[src/rtl/link_peer.sv]
// Serial link peer: sends and receives one byte MSB first over an SCK/data pair,
// either driving SCK itself (master) or following an external SCK (slave).
module link_peer (
  input  logic        clk,
  input  logic        n_reset,
  input  logic [7:0]  tx_data,
  input  logic        tx_valid,
  output logic        tx_ready,
  output logic [7:0]  rx_data,
  output logic        rx_valid,
  output logic        rx_abort,
  input  logic        master,
  input  logic [7:0]  div,
  input  logic [11:0] timeout,
  input  logic        sck_in,
  output logic        sck_out,
  output logic        sck_oe,
  input  logic        sin,
  output logic        sout
);

  localparam int unsigned DATA_W = 8;
  localparam int unsigned DIV_W  = 8;
  localparam int unsigned TO_W   = 12;
  localparam int unsigned BIT_W  = 3;

  localparam logic [1:0] IDLE   = 2'd0;
  localparam logic [1:0] XFER_M = 2'd1;
  localparam logic [1:0] XFER_S = 2'd2;

  logic [1:0]        state_q, state_d;
  logic [DATA_W-1:0] sr_q, sr_d;
  logic [DATA_W-1:0] rx_data_q, rx_data_d;
  logic [BIT_W-1:0]  bcnt_q, bcnt_d;
  logic [DIV_W-1:0]  hcnt_q, hcnt_d;
  logic [TO_W-1:0]   tcnt_q, tcnt_d;
  logic              cap_q, cap_d;
  logic              rx_valid_q, rx_valid_d;
  logic              rx_abort_q, rx_abort_d;
  logic              tx_ready_q, tx_ready_d;
  logic              sck_out_q, sck_out_d;
  logic              sck_oe_q, sck_oe_d;
  logic              sout_q, sout_d;

  logic sck_meta_q, sck_sync_q, sck_prev_q;
  logic sin_meta_q, sin_sync_q;

  logic [DIV_W-1:0] div_eff;
  logic             hs, tick_m, edge_s, rise, fall, last, to_hit;

  // Two-flop synchronizers; the third sck flop gives the edge reference
  always_ff @(posedge clk or negedge n_reset) begin
    if (!n_reset) begin
      sck_meta_q <= 1'b1;
      sck_sync_q <= 1'b1;
      sck_prev_q <= 1'b1;
      sin_meta_q <= 1'b1;
      sin_sync_q <= 1'b1;
    end else begin
      sck_meta_q <= sck_in;
      sck_sync_q <= sck_meta_q;
      sck_prev_q <= sck_sync_q;
      sin_meta_q <= sin;
      sin_sync_q <= sin_meta_q;
    end
  end

  always_ff @(posedge clk or negedge n_reset) begin
    if (!n_reset) begin
      state_q    <= IDLE;
      sr_q       <= 8'hFF;
      rx_data_q  <= 8'h00;
      bcnt_q     <= '0;
      hcnt_q     <= '0;
      tcnt_q     <= '0;
      cap_q      <= 1'b0;
      rx_valid_q <= 1'b0;
      rx_abort_q <= 1'b0;
      tx_ready_q <= 1'b1;
      sck_out_q  <= 1'b1;
      sck_oe_q   <= 1'b0;
      sout_q     <= 1'b1;
    end else begin
      state_q    <= state_d;
      sr_q       <= sr_d;
      rx_data_q  <= rx_data_d;
      bcnt_q     <= bcnt_d;
      hcnt_q     <= hcnt_d;
      tcnt_q     <= tcnt_d;
      cap_q      <= cap_d;
      rx_valid_q <= rx_valid_d;
      rx_abort_q <= rx_abort_d;
      tx_ready_q <= tx_ready_d;
      sck_out_q  <= sck_out_d;
      sck_oe_q   <= sck_oe_d;
      sout_q     <= sout_d;
    end
  end

  // Link clock events: generated half-period ticks in master, synchronized edges in slave
  always_comb begin
    div_eff = (div == 8'd0) ? 8'd1 : div;
    hs      = (state_q == IDLE) && tx_ready_q && tx_valid;
    tick_m  = (state_q == XFER_M) && (hcnt_q == div_eff - 8'd1);
    edge_s  = (state_q == XFER_S) && (sck_sync_q != sck_prev_q);
    rise    = 1'b0;
    fall    = 1'b0;
    if (state_q == XFER_M) begin
      rise = tick_m && !sck_out_q;
      fall = tick_m && sck_out_q;
    end else if (state_q == XFER_S) begin
      rise = edge_s && sck_sync_q;
      fall = edge_s && !sck_sync_q;
    end
    last   = rise && (bcnt_q == 3'd7);
    to_hit = (state_q == XFER_S) && (timeout != 12'd0) && (tcnt_q == timeout);
  end

  always_comb begin
    state_d    = state_q;
    sr_d       = sr_q;
    rx_data_d  = rx_data_q;
    bcnt_d     = bcnt_q;
    hcnt_d     = hcnt_q;
    tcnt_d     = tcnt_q;
    cap_d      = cap_q;
    rx_valid_d = 1'b0;
    rx_abort_d = 1'b0;
    sck_out_d  = sck_out_q;
    sck_oe_d   = sck_oe_q;

    case (state_q)
      IDLE: begin
        if (hs) begin
          sr_d   = tx_data;
          bcnt_d = '0;
          hcnt_d = '0;
          tcnt_d = '0;
          if (master) begin
            state_d  = XFER_M;
            sck_oe_d = 1'b1;
          end else begin
            state_d = XFER_S;
          end
        end
      end
      XFER_M, XFER_S: begin
        if (state_q == XFER_M) begin
          if (tick_m) begin
            hcnt_d    = '0;
            sck_out_d = !sck_out_q;
          end else begin
            hcnt_d = hcnt_q + 8'd1;
          end
        end else begin
          tcnt_d = edge_s ? '0 : tcnt_q + 12'd1;
        end
        // The first falling edge only opens the bit cell; MSB is already on sout
        if (fall && (bcnt_q != 3'd0)) begin
          sr_d = {sr_q[6:0], cap_q};
        end
        if (rise) begin
          cap_d  = sin_sync_q;
          bcnt_d = bcnt_q + 3'd1;
        end
        if (last) begin
          rx_data_d  = {sr_q[6:0], sin_sync_q};
          rx_valid_d = 1'b1;
          state_d    = IDLE;
          sck_out_d  = 1'b1;
          sck_oe_d   = 1'b0;
          hcnt_d     = '0;
          tcnt_d     = '0;
          bcnt_d     = '0;
        end else if (to_hit) begin
          rx_abort_d = 1'b1;
          state_d    = IDLE;
          tcnt_d     = '0;
          bcnt_d     = '0;
        end
      end
      default: begin
        state_d   = IDLE;
        sck_out_d = 1'b1;
        sck_oe_d  = 1'b0;
      end
    endcase

    tx_ready_d = (state_d == IDLE) && !rx_valid_d;
    sout_d     = (state_d == IDLE) ? 1'b1 : sr_d[7];
  end

  assign tx_ready = tx_ready_q;
  assign rx_data  = rx_data_q;
  assign rx_valid = rx_valid_q;
  assign rx_abort = rx_abort_q;
  assign sck_out  = sck_out_q;
  assign sck_oe   = sck_oe_q;
  assign sout     = sout_q;

endmodule

[config.mk]
export PLATFORM = sky130hd
export DESIGN_NAME = link_peer
export DESIGN_NICKNAME = d
export VERILOG_FILES = /design/src/rtl/link_peer.sv
export SDC_FILE = /design/constraint.sdc
export NUM_CORES = 1
export LEC_CHECK = 0
export CAP_MARGIN = 15
export CORE_ASPECT_RATIO = 1.1
export CORE_MARGIN = 2
export CORE_UTILIZATION = 28
export DETAILED_ROUTE_END_ITERATION = 8
export DONT_BUFFER_PORTS = 1
export SLEW_MARGIN = 40
export SYNTH_ARGS = -nofsm -noshare
export SYNTH_HDL_FRONTEND = slang
export SYNTH_SLANG_ARGS = --single-unit
[constraint.sdc]
create_clock -name clk -period 3.2 [get_ports clk]
set_input_delay 0.32 -clock clk [delete_from_list [all_inputs] [get_ports clk]]
set_output_delay 0.32 -clock clk [all_outputs]
set_load 0.01 [all_outputs]
==> impl_metrics.yaml <==
outcome:
  status: "finished, final reports clean"
global_routing:
  grt_usage: 0.119
  grt-ovfl-total: 0
  antenna_found_initial: 0
  grt_first_pass_wirelength_um: 11600
  grt_pass1_vias: 2382
  grt_start_max_net_pins: 54
logic_synthesis:
  synth_edf_count: 0
  synth-async-reset-ratio: 1.00
  synth_ff_type: "dfrtp_1"
  yosysWarnings: 0
  netlist_instances: 317
  synth.distinct_cells: 56
  netlist_area_um2: 3120
  ys_seq_area_frac: 0.431
  synth_nets: 362
  synth-seq-cells: 53
  syn_area_per_cell_um2: 9.85
timing:
  slew_headroom: 0.622
  slew_violations: 0
  fin_crit_sh: 0.905
  hold_viol_final: 0
  rsz0062_at_grt: "no"
  fmax_mhz: 345
  fin_skew_ns: 0.00907
  finalCriticalPeriod_ns: 2.89
  hold_slack_ns: 0.0193
  worst_pin_slew_ns: 0.553
  final-setup-viol-count: 0
  setup_tns_ns: 0
setup_path:
  cp_num_cells: 8
  crit_slowest_cell: "dfrtp_1"
  crit_family: "simple AND/OR/NAND/NOR gates"
  cp_max_fo: 12
  slowest_delay_ns: 0.44
  r2r-end: "tcnt_q[7]"
  crit_path_end_kind: "register"
  r2r-start: "hcnt_q[0]"
  cp_num_buf_inv: 0
  criticalPathCategory: "reg -> reg"
  worstPathCellList: "or3b_1, mux2_2, mux2_4, nor3_4, nand3_1, a31o_2, or2_1, o31ai_1"
  r2r_cells: 8
  startpoint_type: "register"
  r2r_setup_slack_ns: 0.31
  cp.required_ns: 3.39
  cp.arrival_ns: 3.08
die:
  dieWidth_um: 105
  pin_count: 48
  core_um2: 10900
  row_count: 40
  dieHeight_um: 115
  die_area_um2: 12000
  start_util: 0.286
route:
  vias_per_cell: 5.08
  routedWlPerCell_um: 14.7
  drt_iter0_drc: 129
  via_count: 2395
  wirelength_um: 6910
  antenna_left: 0
  first_pass_iters: 4
  drc: 0
job:
  drv_cap: 0
worst_hold_path:
  whs_endpoint: "sin_meta_q"
  min_path_type: "in -> reg"
  holdCritStartpoint: "sin"
  holdPathStages: 0
clocking:
  clockBufferDepth: 2
  post_cts_buffers: 0
  htree_levels: 2
  cts_buffers: 5
  root_buffer: "clkbuf_16"
  cts_tree: "yes"
  clk_pin_slew_ns: 0.07
  clock_latency_ns: 0.29
  cts.sinks: 53
placement:
  hpwl_um: 5280
  place.gp.congestion: 0.818
  port_buffers: 0
finish:
  drive_above_1_share: 0.167
  nets: 368
  most-common-layout-cells: "dfrtp_1 (37), nand2_1 (32), o21ai_0 (19), o31ai_1 (16), dfstp_2 (16)"
  final_common_cell: "dfrtp_1"
  antenna_cells: 0
  syn2layout_area_growth_pct: 12.0
pwr:
  p_per_area_nw_per_um2: 694
  leakagePower_nw: 1.42
  ir_drop_mv: 0.246
[registers in the layout, indices dropped and copies added, names as in the netlist, 2 cells and up]
name and count:
state_q 2, bcnt_q 3, rx_data 8, tcnt_q 12, sr_q 8, hcnt_q 8
[report_power, final]
part           internal, mW  total (mW)  switching, mW
Sequential            0.835       0.947          0.111
Clock                 0.292       0.540          0.248
Combinational         0.390       0.941          0.550
[what timing repair did]
action,4_1_cts,5_1_grt
setup endpoints to repair,0,1
hold buffers,2,0
endpoints found under the hold margin,53,0
resized for setup,0,1
[layout make-up]
type                            instances  area, um2
Clock buffer                            5        125
Clock inverter                          3       21.3
Fill cell                            1164       7410
Inverter                               12       45.0
Multi-Input combinational cell        244       1700
Sequential cell                        53       1350
Tap cell                              147        184
Timing Repair Buffer                    7       75.1
[Yosys cell counts, types with 3 or more instances]
library cell,n,area share
mux2i_1,3,0.0096
nand2b_1,8,0.016
nor4_1,5,0.010
or2_2,3,0.0060
a2bb2oi_1,3,0.0084
nand3_1,14,0.022
o21ai_0,19,0.030
nor2_1,9,0.011
dfstp_2,16,0.13
and3_1,12,0.024
nand2_1,32,0.038
xor2_1,7,0.020
mux2_2,10,0.036
and2_1,4,0.0080
inv_1,12,0.014
ha_1,11,0.044
clkbuf_1,5,0.0060
o2bb2ai_1,3,0.0084
xnor2_1,13,0.036
nor3b_1,3,0.0072
or3_1,3,0.0060
o21bai_1,5,0.012
dfrtp_1,37,0.30
o21ai_1,7,0.011
nor2b_1,8,0.016
a31oi_1,4,0.0080
a21oi_1,5,0.0080
a22oi_1,7,0.017
o31ai_1,16,0.038
[worst max path at each step]
stage | end | from
after floorplan | hcnt_q[6] | div[2]
after global placement | tcnt_q[5] | div[2]
after detailed placement | tcnt_q[7] | div[2]
after CTS | tcnt_q[5] | hcnt_q[0]
after global routing | tcnt_q[7] | hcnt_q[0]
final | tcnt_q[7] | hcnt_q[0]
[metal layers]
| layer | vias to the layer above | wire length [um] | track usage |
|---|---|---|---|
| li1 | 1170 | - | - |
| met1 | 1170 | 3160 | 0.152 |
| met2 | 44 | 3360 | 0.200 |
| met3 | 11 | 243 | 0.0221 |
| met4 | 0 | 148 | 0.0471 |
| met5 | - | 0 | 0 |
[worst register-to-register path, delay by kind of cell, from the launching register on]
family / cells / cell delay, ns
AO/OA/AOI/OAI: 2 / 0.57
flip-flops: 1 / 0.44
multiplexers: 2 / 0.56
AND/OR/NAND/NOR: 4 / 1.22
[through the flow]
stage,utilization,setup slack [ns],instance area [um2],power [mW],instances
after detailed placement,0.303,0.0338,3300,1.88,461
after global placement,0.303,0.199,3300,1.86,461
after CTS,0.320,0.275,3490,2.45,471
after floorplan,-,0.444,3120,1.64,317
final,0.320,0.306,3500,2.43,471
after global routing,0.320,0.0802,3500,2.60,471
[cell families (layout without fill, tap and decap cells)]
logic type	after synthesis	in the layout	share of synthesized area
multiplexers	15	15	0.0541
XOR/XNOR	20	20	0.0561
flip-flops	53	53	0.431
AND/OR/NAND/NOR	114	114	0.199
AO/OA/AOI/OAI	84	84	0.188
adder cells (fa/ha/maj)	11	11	0.0441
buffers and inverters	20	27	0.0269
(Power assumes the default switching activity.)
